[config.mk]
export PLATFORM = sky130hd
export DESIGN_NAME = loader_sender_flat
export DESIGN_NICKNAME = d
export VERILOG_FILES = /design/src/rtl/loader_sender_if.sv /design/src/rtl/loader_sender.sv /design/src/flat_wrapper.sv
export SDC_FILE = /design/constraint.sdc
export NUM_CORES = 1
export LEC_CHECK = 0
export BUFFER_PORTS_ARGS = -buffer_cell sky130_fd_sc_hd__buf_2
export CAP_MARGIN = 20
export CORE_MARGIN = 2
export CORE_UTILIZATION = 41
export CTS_BUF_LIST = sky130_fd_sc_hd__clkbuf_2 sky130_fd_sc_hd__clkbuf_4 sky130_fd_sc_hd__clkbuf_8
export DETAILED_ROUTE_END_ITERATION = 6
export PLACE_DENSITY = 0.67
export SYNTH_ARGS = -nofsm -noshare
export SYNTH_HDL_FRONTEND = slang
export SYNTH_SLANG_ARGS = --single-unit
[constraint.sdc]
create_clock -name clk_i -period 2.15 [get_ports clk_i]
set_input_delay 0.43 -clock clk_i [delete_from_list [all_inputs] [get_ports clk_i]]
set_output_delay 0.43 -clock clk_i [all_outputs]
set_load 0.05 [all_outputs]
[src/rtl/loader_sender_if.sv]
// Bus bundle between loader_sender and its environment: program-start
// request, the byte-memory read port and the uart_tx byte interface.
//   master : the loader_sender side (drives mem_rd_o/mem_addr_o, tx_*_o,
//            busy_o, done_o)
//   slave  : the environment side (drives start_i, base_addr_i, length_i,
//            mem_data_i, tx_busy_i)
interface loader_sender_if #(
  parameter int ADDR_W = 16
);
  logic              start_i;
  logic [ADDR_W-1:0] base_addr_i;
  logic [ADDR_W-1:0] length_i;
  logic              mem_rd_o;
  logic [ADDR_W-1:0] mem_addr_o;
  logic [7:0]        mem_data_i;
  logic [7:0]        tx_byte_o;
  logic              tx_start_o;
  logic              tx_busy_i;
  logic              busy_o;
  logic              done_o;

  modport master (
    input  start_i, base_addr_i, length_i, mem_data_i, tx_busy_i,
    output mem_rd_o, mem_addr_o, tx_byte_o, tx_start_o, busy_o, done_o
  );

  modport slave (
    output start_i, base_addr_i, length_i, mem_data_i, tx_busy_i,
    input  mem_rd_o, mem_addr_o, tx_byte_o, tx_start_o, busy_o, done_o
  );
endinterface

[src/rtl/loader_sender.sv]
// loader_sender: streams a program image to a UART transmitter using the
// loader wire protocol: '_' (0x5F), 'p' (0x70), then length bytes read
// sequentially from a byte memory, followed by an idle gap long enough for
// the receiving loader's inactivity timeout to fire.
// Ports:
//   clk_i    system clock
//   reset_i  synchronous active-high reset
//   bus      loader_sender_if.master: start/base/length request, memory
//            read port (1-cycle latency), uart_tx byte interface, busy/done
module loader_sender #(
  parameter int                ADDR_W     = 16,
  parameter int                GAP_W      = 26,
  parameter logic [GAP_W-1:0]  GAP_CYCLES = 26'h30E_3600
) (
  input  logic            clk_i,
  input  logic            reset_i,
  loader_sender_if.master bus
);

  localparam logic [7:0]       PRE0_BYTE = 8'h5F;
  localparam logic [7:0]       PRE1_BYTE = 8'h70;
  localparam logic [GAP_W-1:0] GAP_LAST  = GAP_CYCLES - 1'b1;

  typedef enum logic [2:0] {
    IDLE, PRE0, PRE1, FETCH, LATCH, SEND, TXWAIT, GAP
  } state_t;

  state_t            state_q, state_d;
  state_t            ret_q;      // where TXWAIT goes once the byte is out
  logic              first_q;    // first TXWAIT cycle: tx_busy_i not yet valid
  logic [ADDR_W-1:0] addr_q;
  logic [ADDR_W-1:0] rem_q;
  logic [GAP_W-1:0]  gap_q;
  logic [7:0]        tx_byte_q;

  // A byte may only be handed over while the transmitter is free.
  logic tx_go;
  assign tx_go = !bus.tx_busy_i;

  // State register
  always_ff @(posedge clk_i) begin
    if (reset_i) state_q <= IDLE;
    else         state_q <= state_d;
  end

  // Next-state logic
  always_comb begin
    state_d = state_q;
    unique case (state_q)
      IDLE:             if (bus.start_i) state_d = PRE0;
      PRE0, PRE1, SEND: if (tx_go) state_d = TXWAIT;
      FETCH:            state_d = LATCH;
      LATCH:            state_d = SEND;
      // tx_busy_i only rises the cycle after tx_start_o, so the first
      // TXWAIT cycle would see a stale low.
      TXWAIT:           if (!first_q && tx_go) state_d = ret_q;
      GAP:              if (gap_q == GAP_LAST) state_d = IDLE;
      default:          state_d = IDLE;
    endcase
  end

  // Outputs
  always_comb begin
    bus.tx_start_o = 1'b0;
    bus.mem_rd_o   = 1'b0;
    bus.done_o     = 1'b0;
    bus.busy_o     = (state_q != IDLE);
    bus.mem_addr_o = addr_q;
    bus.tx_byte_o  = tx_byte_q;
    unique case (state_q)
      PRE0, PRE1, SEND: bus.tx_start_o = tx_go;
      FETCH:            bus.mem_rd_o   = 1'b1;
      GAP:              bus.done_o     = (gap_q == GAP_LAST);
      default: ;
    endcase
  end

  // Datapath: address/count, byte holding register, return target, gap timer
  always_ff @(posedge clk_i) begin
    if (reset_i) begin
      ret_q     <= IDLE;
      first_q   <= 1'b0;
      addr_q    <= '0;
      rem_q     <= '0;
      gap_q     <= '0;
      tx_byte_q <= '0;
    end else begin
      first_q <= 1'b0;
      unique case (state_q)
        IDLE: if (bus.start_i) begin
          addr_q    <= bus.base_addr_i;
          rem_q     <= bus.length_i;
          tx_byte_q <= PRE0_BYTE;
        end
        PRE0: if (tx_go) begin
          ret_q   <= PRE1;
          first_q <= 1'b1;
        end
        PRE1: if (tx_go) begin
          ret_q   <= (rem_q == '0) ? GAP : FETCH;
          first_q <= 1'b1;
        end
        LATCH: begin
          tx_byte_q <= bus.mem_data_i;
          addr_q    <= addr_q + 1'b1;   // wraps modulo 2^ADDR_W
          rem_q     <= rem_q - 1'b1;
        end
        SEND: if (tx_go) begin
          ret_q   <= (rem_q != '0) ? FETCH : GAP;
          first_q <= 1'b1;
        end
        // '_' must stay on tx_byte_o until its transmission is finished,
        // so 'p' is loaded only on the way back into PRE1.
        TXWAIT: if (!first_q && tx_go && ret_q == PRE1) tx_byte_q <= PRE1_BYTE;
        default: ;
      endcase
      // Counts cycles spent in GAP; zero on entry.
      gap_q <= (state_q == GAP && state_d == GAP) ? gap_q + 1'b1 : '0;
    end
  end

endmodule
[src/flat_wrapper.sv]
// flat-port wrapper written by rule: the top's interface ports become plain ports
module loader_sender_flat 
#(
  parameter int                ADDR_W     = 16,
  parameter int                GAP_W      = 26,
  parameter logic [GAP_W-1:0]  GAP_CYCLES = 26'h30E_3600
)
  (clk_i, reset_i, bus_start_i, bus_base_addr_i, bus_length_i, bus_mem_data_i, bus_tx_busy_i, bus_mem_rd_o, bus_mem_addr_o, bus_tx_byte_o, bus_tx_start_o, bus_busy_o, bus_done_o);
  loader_sender_if #(.ADDR_W(ADDR_W)) bus_i ();
  input  logic clk_i;
  input  logic reset_i;
  input wire logic [$bits(bus_i.start_i)-1:0] bus_start_i;
  input wire logic [$bits(bus_i.base_addr_i)-1:0] bus_base_addr_i;
  input wire logic [$bits(bus_i.length_i)-1:0] bus_length_i;
  input wire logic [$bits(bus_i.mem_data_i)-1:0] bus_mem_data_i;
  input wire logic [$bits(bus_i.tx_busy_i)-1:0] bus_tx_busy_i;
  output wire logic [$bits(bus_i.mem_rd_o)-1:0] bus_mem_rd_o;
  output wire logic [$bits(bus_i.mem_addr_o)-1:0] bus_mem_addr_o;
  output wire logic [$bits(bus_i.tx_byte_o)-1:0] bus_tx_byte_o;
  output wire logic [$bits(bus_i.tx_start_o)-1:0] bus_tx_start_o;
  output wire logic [$bits(bus_i.busy_o)-1:0] bus_busy_o;
  output wire logic [$bits(bus_i.done_o)-1:0] bus_done_o;
  assign bus_i.start_i = bus_start_i;
  assign bus_i.base_addr_i = bus_base_addr_i;
  assign bus_i.length_i = bus_length_i;
  assign bus_i.mem_data_i = bus_mem_data_i;
  assign bus_i.tx_busy_i = bus_tx_busy_i;
  assign bus_mem_rd_o = bus_i.mem_rd_o;
  assign bus_mem_addr_o = bus_i.mem_addr_o;
  assign bus_tx_byte_o = bus_i.tx_byte_o;
  assign bus_tx_start_o = bus_i.tx_start_o;
  assign bus_busy_o = bus_i.busy_o;
  assign bus_done_o = bus_i.done_o;
  loader_sender #(.ADDR_W(ADDR_W), .GAP_W(GAP_W), .GAP_CYCLES(GAP_CYCLES)) u_core (.clk_i(clk_i), .reset_i(reset_i), .bus(bus_i));
endmodule
After elaboration in Yosys (flattened, before gate mapping)

Index checks and enable logic that the tools add are counted.

Flip-flop bits (word level): 73
Latch bits: 0
RAM bits: 0
ROM bits: 0
Input bits: 44
Output and inout bits: 28
Word-level logic and storage cells: 67
Memories kept: 0

Add/subtract/negate cells: 3
Multipliers: 0
Div/mod/pow operators: 0
Order comparisons: 0
Equal/unequal tests: 15
Shift-type cells: 0
Mux-type cells: 22
Bitwise operators: 2
Reduce and logical (&&, ||, !) cells: 18

Operator list:

| kind                  | number |
|---|---|
| $pmux 16 s2           | 2 |
| $mux 16               | 2 |
| $mux 3                | 9 |
| $add 26x1->26 const B | 1 |
| $eq 26x26->1 const B  | 1 |
| $pmux 8 s3            | 1 |
| $pmux 3 s6            | 1 |
| $add 16x1->16 const B | 1 |
| $logic_not 16->1      | 1 |
| $mux 8                | 2 |
| $reduce_bool 16->1    | 1 |
| $sub 16x1->16 const B | 1 |
| $eq 3x3->1 const B    | 5 |
| $eq 3x2->1 const B    | 3 |
| $pmux 3 s3            | 1 |
| $reduce_bool 3->1     | 3 |
| $ne 2x2->1 const B    | 4 |
| $mux 1                | 4 |
| $reduce_and 4->1      | 1 |
| $reduce_or 2->1       | 2 |
| $eq 3x1->1 const B    | 1 |
| $logic_and 1x1->1     | 3 |
| $logic_not 3->1       | 1 |
| $reduce_and 3->1      | 1 |
| other kinds (6)       | 8 |

Depth between registers and ports, before layout

Gate-level depths: netlist (run 1).

Word-level depth: 8
Depth in mapped cells: 7
Depth with buffers taken out: 6

Least setup slack after synthesis (run 1)

No wires, ideal clock.

Path kind: reg-to-output
From: register u_core.gap_q[0]
To: output port bus_done_o
Data arrival time: 2143 ps
Required time: 1720 ps
Slack: -423 ps
Stages on the path, launching flop included: 5
Buffers on the path: 1
Cell sequence: dfxtp_1 > ha_1 > clkbuf_1 > nand4_1 > nor3_1

Cells in the longest elaborated chain, start to end: 2

RTL lines:

| what                   | RTL line             | source |
|---|---|---|
| start, declared        | loader_sender.sv:33  | `logic [GAP_W-1:0] gap_q;` |
| start signal, assigned | loader_sender.sv:118 | `gap_q <= (state_q == GAP && state_d == GAP) ? gap_q + 1'b1 : '0;` |
| $eq 26x26->1           | loader_sender.sv:73  | `GAP: bus.done_o = (gap_q == GAP_LAST);` |
| $mux 1                 | loader_sender.sv:70  | `unique case (state_q)` |
| end, declared          | flat_wrapper.sv:22   | `output wire logic [$bits(bus_i.done_o)-1:0] bus_done_o;` |

No other way between the ends.

Final worst setup path (run 1)

From: register u_core.state_q[1]
To: output port bus_tx_start_o

Cells in the longest elaborated chain, start to end: 3
Elaborated cells on any way between the ends: 5
Those cells by class: eq/ne: 3; mux: 1; reduce/logical: 1

RTL lines:

| what                                     | RTL line            | source |
|---|---|---|
| start, declared                          | loader_sender.sv:28 | `state_t state_q, state_d;` |
| start signal, assigned                   | loader_sender.sv:43 | `else state_q <= state_d;` |
| $eq 3x1->1, or another cell as far along | loader_sender.sv:70 |  |
| $reduce_or 3->1 (no source line) (*)     | --                  |  |
| $mux 1 (*)                               | loader_sender.sv:70 |  |
| end, declared                            | flat_wrapper.sv:20  | `output wire logic [$bits(bus_i.tx_start_o)-1:0] bus_tx_start_o;` |

Every way passes the cells marked *; elsewhere a longest branch is shown, timed or not.

==> metrics, run 1 <==
initial core utilization 0.423; vias in the first global route 3,543; Layout area overhead 22.5%; fin worst setup slack 0.0797 ns; chip width 99.1 um; Setup violations, final 0; fmax 0.483 GHz; Synth Area in Compound Gates 0.228; H-tree lvl count 3; clock slew at reported path FFs 0.08 ns; Lkg Pwr 1.66 nW; status complete, no violations; simple-gate area share of the yosys netlist 0.296; Synth Area in XOR/XNOR 0.0283; routed len/inst 14.9 um; crit start category flop; Hold Slack 0.311 ns; port buffer count 71; drt pass-1 iters 5; Slew headroom 0.579; Ports 72; Mapped Nets 504; CTS buffer count 9; crit share post-route 0.963; number of diodes 0; CTS Sinks 73; post-synthesis async set-or-reset flop share 0; CP arrival 1.64 ns; crit path kind reg -> out; adder-cell share of the synthesized area 0.0128; Filler cells 839; share of cells above drive strength 1 0.239; CP endpoint kind output pin; CTS tree built; Hold WC Path Type in -> reg; post-synthesis sequential area ratio 0.394; Max-Cap Viols 0; library cells used by synthesis 58; most frequent cell after synthesis dfxtp_1; Post-Syn Instances 457; synth cell count leaders 73 x dfxtp_1, 44 x nand2_1, 41 x a21oi_1, 37 x nor2_1, 29 x nand3_1; dominant cells by area after synthesis dfxtp_1 39%, a21oi_1 5.5%, nand2_1 4.5%; Cell Area, Synth 0.00371 mm^2; clk root buf clkbuf_8; antenna violations before repair 0; r2r setup slk 0.22 ns; Via density 5.85; grt ovf 0; GRT Overall Usage 0.201; DR vias 3,788; pre-CTS setup slack 0.180 ns; RSZ-0062 raised after global routing no; Mean Syn Cell Area 8.12 um^2; pwr/cell area 832 mW/mm^2; routability-driven placement congestion ratio 0.834; first-pass GRT wire length 16,400 um; Worst-Skew Late Latency 0.35 ns; Ys Warns 0; Top FF cell, synth dfxtp_1; largest family of logic cells by synthesized area simple AND/OR/NAND/NOR gates; Period minus WS final 2.07 ns; chip height 99.1 um; #FFs+latches synth 73; # rows 34; drt total wl 9640 um; worst-margin pin slew 0.629 ns; Residual DRC 0; CP Data Required Time 1.72 ns; DR iter-0 viols 222; endpoints failing hold 0; Yosys top cell area share 0.394; multiplexer area fraction after synthesis 0; Pins Over Slew Limit 0; CP max FO 7; cell taking the most area after synthesis dfxtp_1; largest net degree at the start of global routing 27; Setup Skew 0.0115 ns; DP HPWL 6770 um; DIE AREA 0.00983 mm^2; post-route ant nets 0; number of nets in the final layout 581; Max VDD drop 443 uV; EDFF count, synth 0; setup TNS 0 ns; total core area 0.00876 mm^2; Clock Tree Buf Depth 2
-- layer usage --
layer,vias up,global-route usage,wire length (um)
met5,-,0,0
met4,0,0.0811,137
met3,11,0.0358,423
met2,94,0.324,4530
met1,1788,0.266,4550
li1,1895,-,-
-- repair_timing --
action	in CTS	in global routing
pin swaps	0	2
gates resized for setup	5	10
setup endpoints to repair	2	2
hold buffers	0	0
setup buffers	0	1
-- final timing paths --
path / from / to / cells past startpoint
max: u_core.state_q[1] / bus_tx_start_o / 4
min: reset_i / u_core.ret_q[0] / 2
max reg2reg: u_core.state_q[2] / u_core.rem_q[15] / 5
min reg2reg: u_core.gap_q[0] / u_core.gap_q[0] / 1
-- final cells by class --
cell class | instances | area [um^2] | share of cell area
clock inverter | 5 | 62.6 | 0.0138
timing repair buffer | 94 | 553 | 0.122
sequential | 73 | 1470 | 0.323
clock buffer | 11 | 151 | 0.0333
tap | 108 | 135 | 0.0297
inverter | 10 | 37.5 | 0.00826
multi-input combinational | 346 | 2140 | 0.470
-- power breakdown --
part / switching [mW] / internal, mW / leakage [nW]
sequential: 0.122 / 1.47 / 0.598
clock: 0.544 / 0.605 / 0.102
combinational: 0.670 / 0.374 / 0.959
total: 1.34 / 2.45 / 1.66
-- cell usage in the layout, fill, tap and decap left out, types with 4 or more instances in the layout --
cell type	n
nand4_1	21
or3_1	10
nand2_1	44
buf_4	22
nor3_1	7
xor2_1	7
o21ai_0	10
a311oi_1	6
buf_2	69
inv_1	9
clkbuf_8	11
dfxtp_1	68
or4_1	10
a21oi_1	41
and3_1	7
xnor2_1	5
o31ai_1	9
dfxtp_2	4
nand3_1	29
nor4_1	6
a31oi_1	11
a211oi_1	7
a2bb2oi_1	6
o211ai_1	7
nor2_1	37
-- worst max-delay path, stage by stage (launching register included) --
cell and delay (ns):
dfxtp_2 0.38, or3b_2 0.48, a21o_1 0.21, inv_1 0.07
buf_6 0.15
-- sequential cells by signal, indices dropped and copies added, names as in the netlist --
register and count:
u_core.bus.mem_addr_o 16, u_core.rem_q 16, u_core.gap_q 26, u_core.first_q 1, u_core.bus.tx_byte_o 8, u_core.ret_q 3, u_core.state_q 3
-- stage by stage --
step,total power [mW],instances,utilization,cell area [um^2]
final,3.78,647,0.519,4550
after global placement,2.63,630,0.489,4290
after floorplan,2.31,457,-,3720
after detailed placement,2.65,630,0.489,4290
after CTS,3.79,646,0.515,4510
after global routing,3.97,647,0.519,4550
-- cell families (layout without fill, tap and decap cells) --
logic type / Yosys count / in the layout
compound gates: 126 / 126
fa+ha+maj: 4 / 4
simple gates: 204 / 204
flops: 73 / 73
buf+inv: 38 / 120
xor+xnor: 12 / 12
Power figures use the tool's default switching activity.
==> inputs of run 2 (changes only) <==
- CTS_CLUSTER_DIAMETER: not set -> 80
- CTS_CLUSTER_SIZE: not set -> 14
- PLACE_DENSITY: 0.67 -> not set
- PLACE_DENSITY_LB_ADDON: not set -> 0.12
==> metrics, run 2 (synthesis results as in run 1) <==
status complete, no violations; CP max FO 5 (-2); Max-Cap Viols 0 (unchanged); drt total wl 9970 um (+3.4%); chip width 99.1 um (unchanged); met3 usage 0.0450 (+0.00914); Hold WC Path Type in -> reg; vias in the first global route 3,621 (+2.2%); number of nets in the final layout 586 (+0.86%); Clock Tree Buf Depth 2 (unchanged); hold buffers post-CTS 0 (unchanged); grt peak-use layer met2; first-pass GRT wire length 16,600 um (+1.1%); CP arrival 1.63 ns (about the same); r2r setup slk 0.13 ns (-0.09 ns); CTS tree built; setup TNS 0 ns (unchanged); crit path kind reg -> out; Residual DRC 0 (unchanged); drt pass-1 iters 4 (-1); worst flop-to-flop path endpoint u_core.bus.mem_addr_o[12]; worst-margin pin slew 0.550 ns (-0.0789 ns); grt ovf 0 (unchanged); delay of the slowest critical-path stage 0.43 ns (-0.05 ns); Inst Count DP 634 (+0.63%); clk root buf clkbuf_8; largest net degree at the start of global routing 48 (+78%); kind of cell adding the most delay to the critical path simple AND/OR/NAND/NOR gates; total core area 0.00876 mm^2 (unchanged); H-tree lvl count 3 (unchanged); CTS Sinks 73 (unchanged); post-route ant nets 0 (unchanged); share of cells above drive strength 1 0.246 (+0.00699); port buffer count 71 (unchanged); CP endpoint kind output pin; number of diodes 0 (unchanged); DP HPWL 6810 um (+0.51%); pwr/cell area 826 mW/mm^2 (-0.73%); RSZ-0062 raised after global routing no; CTS buffer count 9 (unchanged); hold_sp bus_mem_data_i[7]; hold path depth 3 (+1); clock slew at reported path FFs 0.08 ns (about the same); Reg2Reg Depth 5 (unchanged); Top reg by flops u_core.gap_q; Period minus WS final 2.06 ns (-0.0153 ns); GRT Overall Usage 0.205 (+0.00458); chip height 99.1 um (unchanged); Critical Path Slowest Stage Cell dfxtp_1; Lkg Pwr 1.69 nW (+2.1%); most frequent cells in the layout 69 x buf_2, 69 x dfxtp_1, 44 x nand2_1; worst-path cell chain nor4b_2 -> nand4_1 -> nor3_4 -> buf_6; Via density 5.87 (+0.23%); Worst-Skew Late Latency 0.35 ns (about the same); DR iter-0 viols 216 (-2.7%); # rows 34 (unchanged); crit start category flop; Worst Path Buf+Inv 1 (-1); met1 Use GR 0.252 (-0.0137); Max VDD drop 489 uV (+10%); Pins Over Slew Limit 0 (unchanged); FF-to-FF Start u_core.state_q[0]; max reg flops 26 (unchanged); Setup violations, final 0 (unchanged); Layout area overhead 23.9%; CP Data Required Time 1.72 ns (about the same); endpoints failing hold 0 (unchanged); worst hold endpoint u_core.bus.tx_byte_o[7]; met2 Usage GRT 0.351 (+0.0265); routability-driven placement congestion ratio 0.802 (-3.9%); antenna violations before repair 0 (unchanged); routed len/inst 15.3 um (+2.6%); crit share post-route 0.956 (-0.00712); Slew headroom 0.628 (+0.0490); DIE AREA 0.00983 mm^2 (unchanged); fmax 0.487 GHz (+0.74%); Setup Skew 0.0112 ns (-0.000346 ns); fin cells 652 (+0.77%); Ports 72 (unchanged); initial core utilization 0.423 (unchanged); DR vias 3,826 (+1.0%)
run 2: cell types whose count changed in the layout (fill, tap and decap cells not counted), sizes merged:
| cell | previous run | this run |
|---|---|---|
| inv | 10 | 9 |
| buf | 94 | 99 |
| clkinv | 2 | 3 |
| clkinvlp | 2 | 1 |
| clkbuf | 11 | 12 |
run 2: worst register-to-register path: stages, from the launching register on:
cell,delay (ns)
dfxtp_2,0.33
buf_4,0.14
or3b_1,0.43
or4_4,0.58
or3_1,0.32
a31oi_1,0.16
run 2: per-layer routing:
layer	wire length, um	up-vias
met1	4470	1826
li1	-	1901
met3	393	15
met5	0	-
met2	4950	84
met4	158	0
run 2: report_power, final:
group	switching (mW)	internal (mW)	total [mW]	leakage, nW
Clock	0.526	0.613	1.14	0.106
Sequential	0.118	1.47	1.59	0.597
Combinational	0.680	0.392	1.07	0.991
Total	1.32	2.48	3.80	1.69
run 2: cell type report:
class	instances	area (um^2)
clock buffer	12	159
clock inverter	4	51.3
fill	878	4160
inverter	10	37.5
multi-input combinational	346	2140
sequential	73	1470
tap	108	135
timing repair buffer	99	607
run 2: how the worst max path moves through the flow:
stage,from,to,cells past startpoint
after global routing,u_core.gap_q[5],bus_done_o,4
after global placement,bus_start_i,u_core.bus.mem_addr_o[9],6
after detailed placement,bus_start_i,u_core.bus.mem_addr_o[9],6
after CTS,u_core.gap_q[10],bus_done_o,4
after floorplan,u_core.bus.mem_addr_o[0],u_core.bus.mem_addr_o[12],5
final,u_core.gap_q[10],bus_done_o,4
run 2: through the flow:
step	hold WS, ns	util	power [mW]	worst slack (ns)	cell area [um^2]
global placement	0.441	0.494	2.65	0.154	4330
CTS	0.288	0.521	3.83	0.00523	4570
finish	0.304	0.525	3.80	0.0950	4600
global route	0.305	0.525	4.00	0.0200	4600
floorplan	0.425	-	2.31	0.0166	3720
detailed placement	0.448	0.494	2.67	0.141	4330
run 2: timing repair:
item                                    CTS  global route
pin swaps                                 2             2
endpoints found under the setup margin    2             2
buffers inserted                          2             0
gates resized for setup                   7            10
hold endpoints to repair                  0             0
